==> src/rtl/secret_unpacker_pkg.sv <==
// Shared definitions for the secret-vector unpacker and the ciphertext path:
// state encoding, lane geometry and the sign-magnitude to mod-2^LOGQ conversion.
package secret_unpacker_pkg;

  localparam int LOGQ_DEF         = 13;
  localparam int LANE_W           = 16;
  localparam int SAMPLES_PER_WORD = 16;
  localparam int LANES_PER_WORD   = 4;

  localparam logic [2:0] ST_IDLE  = 3'd0;
  localparam logic [2:0] ST_READ  = 3'd1;
  localparam logic [2:0] ST_LATCH = 3'd2;
  localparam logic [2:0] ST_EMIT0 = 3'd3;
  localparam logic [2:0] ST_EMIT1 = 3'd4;
  localparam logic [2:0] ST_EMIT2 = 3'd5;
  localparam logic [2:0] ST_EMIT3 = 3'd6;
  localparam logic [2:0] ST_DONE  = 3'd7;

  // LATCH..EMIT3 are consecutive so the emit sequence can simply count up.
  typedef enum logic [2:0] {
    IDLE  = ST_IDLE,
    READ  = ST_READ,
    LATCH = ST_LATCH,
    EMIT0 = ST_EMIT0,
    EMIT1 = ST_EMIT1,
    EMIT2 = ST_EMIT2,
    EMIT3 = ST_EMIT3,
    DONE  = ST_DONE
  } state_t;

  // Converts one 4-bit sign-magnitude sample into a zero-padded lane holding
  // the value mod 2^logq. Negative zero lands on 0; magnitudes 5..7 pass
  // through the same formula unflagged.
  function automatic logic [LANE_W-1:0] sm4_to_modq_lane(input logic [3:0] sample,
                                                         input int logq);
    logic [LANE_W-1:0] mag;
    logic [LANE_W-1:0] mask;
    mag  = LANE_W'(sample[2:0]);
    mask = (LANE_W'(1) << logq) - LANE_W'(1);
    return sample[3] ? ((LANE_W'(0) - mag) & mask) : mag;
  endfunction

endpackage

==> src/rtl/secret_unpacker_sm4_to_modq.sv <==
// Combinational converter: four packed 4-bit samples into four 16-bit lanes.
module sm4_to_modq
  import secret_unpacker_pkg::*;
#(
  parameter int LOGQ = LOGQ_DEF
) (
  input  logic [15:0] samples,
  output logic [63:0] lanes
);

  // Convert each sample into its lane.
  always_comb begin
    // NOTE: default assignment first so no path through the block infers a latch.
    lanes = '0;
    for (int i = 0; i < LANES_PER_WORD; i++) begin
      lanes[LANE_W*i +: LANE_W] = sm4_to_modq_lane(samples[4*i +: 4], LOGQ);
    end
  end

endmodule

==> src/rtl/secret_unpacker.sv <==
// secret_unpacker: reads packed sign-magnitude secret words from the sampler
// region and writes each one out as four 64-bit words of four mod-2^LOGQ lanes.
// Optional feature: define SECRET_UNPACK_WIPE_EN to add src_wen, which zeroes
// each source word in EMIT0 so raw samples do not persist.
module secret_unpacker
  import secret_unpacker_pkg::*;
#(
  parameter int         NUM_WORDS = 48,
  parameter logic [8:0] SRC_BASE  = 9'd0,
  parameter logic [8:0] DST_BASE  = 9'd0,
  parameter int         LOGQ      = 13
) (
  input  logic        clk,
  input  logic        rst,
  input  logic        start,
  output logic [8:0]  rd_address,
  input  logic [63:0] data_in,
  output logic [8:0]  wt_address,
  output logic [63:0] data_out,
  output logic        wen,
  output logic        done
`ifdef SECRET_UNPACK_WIPE_EN
  ,
  output logic        src_wen
`endif
);

  state_t      state;
  logic [15:0] j;
  logic [8:0]  wr_ptr;
  logic [63:0] hold;
  logic [1:0]  k_next;
  logic [15:0] slice;
  logic [63:0] lane_word;

  // Pick the 16-bit slice for the word that will be visible next cycle; in
  // LATCH the hold register is still being loaded, so slice 0 comes straight
  // from the BRAM output.
  always_comb begin
    k_next = 2'd0;
    case (state)
      EMIT0:   k_next = 2'd1;
      EMIT1:   k_next = 2'd2;
      EMIT2:   k_next = 2'd3;
      default: k_next = 2'd0;
    endcase
    slice = (state == LATCH) ? data_in[15:0] : hold[{k_next, 4'b0000} +: 16];
  end

  sm4_to_modq #(.LOGQ(LOGQ)) u_conv (
    .samples(slice),
    .lanes  (lane_word)
  );

  // Control FSM with registered outputs; write outputs are set one edge ahead
  // so wen is high exactly while the FSM sits in EMIT0..EMIT3.
  always_ff @(posedge clk) begin
    // NOTE: sequential state uses non-blocking assignments only; the reset is
    // synchronous, so it is just the highest-priority branch of the clocked block.
    if (rst) begin
      state      <= IDLE;
      j          <= '0;
      rd_address <= SRC_BASE;
      wt_address <= DST_BASE;
      wr_ptr     <= DST_BASE;
      hold       <= '0;
      data_out   <= '0;
      wen        <= 1'b0;
      done       <= 1'b0;
`ifdef SECRET_UNPACK_WIPE_EN
      src_wen    <= 1'b0;
`endif
    end else begin
      wen <= 1'b0;
`ifdef SECRET_UNPACK_WIPE_EN
      src_wen <= 1'b0;
`endif
      case (state)
        IDLE, DONE: begin
          if (start) begin
            state      <= READ;
            j          <= '0;
            rd_address <= SRC_BASE;
            wr_ptr     <= DST_BASE;
            done       <= 1'b0;
          end
        end
        READ: state <= LATCH;
        LATCH, EMIT0, EMIT1, EMIT2: begin
          if (state == LATCH) begin
            hold <= data_in;
`ifdef SECRET_UNPACK_WIPE_EN
            src_wen <= 1'b1;
`endif
          end
          wen        <= 1'b1;
          data_out   <= lane_word;
          wt_address <= wr_ptr;
          wr_ptr     <= wr_ptr + 9'd1;
          state      <= state_t'(state + 3'd1);
        end
        EMIT3: begin
          if (j == 16'(NUM_WORDS - 1)) begin
            state <= DONE;
            done  <= 1'b1;
          end else begin
            state      <= READ;
            j          <= j + 16'd1;
            rd_address <= SRC_BASE + 9'(j + 16'd1);
          end
        end
        default: state <= IDLE;
      endcase
    end
  end

endmodule

==> config.mk <==
export PLATFORM = sky130hd
export DESIGN_NAME = secret_unpacker
export DESIGN_NICKNAME = d
export VERILOG_FILES = /design/src/rtl/secret_unpacker_pkg.sv /design/src/rtl/secret_unpacker_sm4_to_modq.sv /design/src/rtl/secret_unpacker.sv
export SDC_FILE = /design/constraint.sdc
export NUM_CORES = 1
export LEC_CHECK = 0
export ABC_AREA = 1
export BUFFER_PORTS_ARGS = -buffer_cell sky130_fd_sc_hd__buf_2
export CAP_MARGIN = 10
export CORE_ASPECT_RATIO = 1.4
export CORE_MARGIN = 1
export CORE_UTILIZATION = 45
export CTS_CLUSTER_SIZE = 40
export DETAILED_ROUTE_END_ITERATION = 12
export GPL_TIMING_DRIVEN = 1
export PLACE_DENSITY = 0.68
export SLEW_MARGIN = 20
export SYNTH_ARGS = -nofsm -noshare
export SYNTH_HDL_FRONTEND = slang
export SYNTH_HIERARCHICAL = 1
export SYNTH_SLANG_ARGS = --single-unit
==> constraint.sdc <==
create_clock -name clk -period 2.9 [get_ports clk]
set_clock_uncertainty 0.1 [all_clocks]
set_input_delay 0.58 -clock clk [delete_from_list [all_inputs] [get_ports clk]]
set_output_delay 0.58 -clock clk [all_outputs]
set_load 0.1 [all_outputs]
==> impl_metrics.ini <==
[clocking]
hold_buffers = 0
clk_latency_ns = 0.43
cts_root_buffer = clkbuf_16
cts_made_buffers = 17
clockBufferDepth = 2
htree_levels = 4
cts_tree = yes
clock_sinks = 167
clk_pin_slew_worst_paths_ns = 0.07

[logic_synthesis]
yosys-top-cells-area = dfxtp_1 (42%), nor2_1 (9.2%), o21ai_0 (7.7%)
ys.flop_type = dfxtp_1
avgSynthCellArea_um2 = 7.152
netlist_area_um2 = 7903
ys_warn_count = 6
ys_ff_latch = 167
ys_seq_area_share_pct = 42.31
synth_top_area_share_pct = 42.31
yosys.area.top_type = dfxtp_1
async_reset_ff_share_pct = 0
yosysUniqueCellTypes = 36
synth-edff-count = 0
postSynthCellCount = 1105

[sta]
tightestPinTransition_ns = 0.6926
rsz0062_at_grt = false
slew_viol_final = 0
setup_violations = 0
fmax_ghz = 0.3843
period_minus_slack_ns = 2.602
fin_crit_sh_pct = 89.73
slew_headroom_pct = 53.83
finalHoldViolCount = 0
finalSetupTns_ns = 0

[cells_and_area]
drive_above_1_share_pct = 18.67
final_common_cell = nor2_1
layout.cells.non_filler = 1426
syn2layout_area_growth_pct = 14.31
fin_nets = 1254
stdcell_area_um2 = 9034
layout_common_cells = nor2_1 (194), dfxtp_1 (166), buf_2 (150)
nFillCells = 1792

[place]
dpl.hpwl_um = 13370
gp_congestion = 0.8458
port_buffers = 150
dp.cells = 1393
post_dp_cell_area_um2 = 8431

[routing]
first_pass_iters = 5
vias = 7162
drtAntennaViolNets = 0
post-route-drc-count = 0
drt_iter0_markers = 436
avgRoutedWirePerCell_um = 13.70
vias_per_cell = 5.022
routed_wl_um = 19540

[grt]
grt_pass1_vias = 6465
antenna_found_initial = 1
grt_max_degree = 73
grt_pass1_wl_um = 31200
grt_overflow_total = 0
grt_util_all_layers_pct = 21.76

[worst_setup_path]
start_kind = register
end_kind = register
crit_fanout = 21
required_ns = 3.12
critPathKind = register to register
critPathArrivalTime_ns = 2.83

[pwr]
swShare_pct = 45.32
p_leak_uw = 0.003881
p_per_area_nw_per_um2 = 912.6
p_seq_share_pct = 32.6
ir_drop_mv = 0.4309
p_int_uw = 4507
p_comb_share_pct = 39.5
p_clk_share_pct = 27.9
p_switching_uw = 3736

[job]
maxCapViolCount = 0

[min_path]
hold_class = input port to register

[outcome]
outcome = completed

[floorplanning]
initial_core_util_pct = 45.79
fp-row-count = 57
dieArea_um2 = 18100
io_pins = 151
die_w_um = 114
core_area_um2 = 17260
fp.dieH_um = 158.8
==> per-stage QoR <==
step | hold slack (ns) | utilization (%) | worst slack (ns) | power, uW
global route | 0.3179 | 52.33 | 0.04802 | 8655
detailed placement | 0.3444 | 48.85 | 0.1624 | 6009
floorplan | 0.3240 | - | 0.4883 | 5601
CTS | 0.2996 | 52.32 | 0.1527 | 8323
finish | 0.3236 | 52.34 | 0.2980 | 8244
global placement | 0.3388 | 48.85 | 0.1950 | 5976
==> critical path, cell delays in order, from the launching register on <==
cell and delay (ns):
dfxtp_1 0.34, inv_1 0.11, ha_2 0.20, inv_1 0.17, buf_12 0.22, a21oi_1 0.17
o21ai_0 0.16, a31oi_1 0.27, inv_1 0.11, ha_1 0.31, nand2_1 0.06, o21ai_0 0.08
o21ai_0 0.16, nor2_1 0.05
==> cells in the mapped netlist (2+ instances only) <==
cell type,instances
buf_4,61
buf_6,2
dfxtp_1,167
and2_1,2
clkbuf_1,35
ha_1,11
nand2_2,7
nor3_1,2
a221oi_1,15
nor2_1,194
nand3_1,69
buf_1,6
o211ai_1,16
buf_2,23
nand4_1,8
inv_2,5
o21ai_0,122
a21oi_1,86
inv_1,91
a21boi_1,4
nand3_2,2
o21bai_1,2
and3_1,2
xor2_1,2
a31oi_1,16
nand2_1,145
==> state kept, by name (all words and copies together), names as in the netlist <==
register / flops
rd_address: 8
wen: 1
state: 3
data_out: 64
hold: 64
wt_address: 9
wr_ptr: 9
done: 1
j: 8
==> what timing repair did <==
action | CTS | global route
gates resized for setup | 0 | 1
buffers inserted | 0 | 0
hold endpoints to repair | 0 | 0
setup endpoints to repair | 0 | 4
==> cell families after synthesis <==
group	Yosys count	share of synthesized area (%)
AOI/OAI and AO/OA	264	18.48
xor gates and xnor gates	3	0.3325
adders and majority gates	11	1.742
buffers and inverters	224	14.11
DFF	167	42.31
other	1	0.04745
and+or+nand+nor	435	22.99
==> final timing paths <==
kind / start / to / slack [ns] / cells past startpoint
worst min register to register: hold[30] / hold[30] / 0.35 / 2
worst min-delay path: data_in[19] / hold[19] / 0.32 / 3
worst max-delay path: state[1] / data_out[1] / 0.30 / 13
worst max register to register: state[1] / data_out[1] / 0.30 / 13
==> layout make-up <==
class | count | area, um^2 | area share (%)
Antenna cell | 1 | 2.502 | 0.02770
Clock buffer | 20 | 456.7 | 5.055
Clock inverter | 12 | 142.6 | 1.579
Sequential cell | 167 | 3344 | 37.02
Timing Repair Buffer | 168 | 935.9 | 10.36
Multi-Input combinational cell | 725 | 3488 | 38.62
Inverter | 97 | 367.9 | 4.072
Tap cell | 236 | 295.3 | 3.269
==> routing by layer <==
metal  global-route usage [%]  vias to the layer above  wire length, um
li1                         -                     3687                -
met1                    25.89                     3253             8199
met2                    36.89                      185             9856
met3                    4.351                       37              836
met4                    10.57                        0              645
met5                        0                        -                0
==> power groups by stage <==
stage	logic, uW	registers (uW)	clock network (uW)
2_1_floorplan	1280	4320	0
3_3_place_gp	3240	2730	0
3_5_place_dp	3270	2740	0
4_1_cts	3270	2690	2360
5_1_grt	3490	2720	2450
6_report	3250	2690	2300
Note: power is estimated with default switching activity, not from simulation.
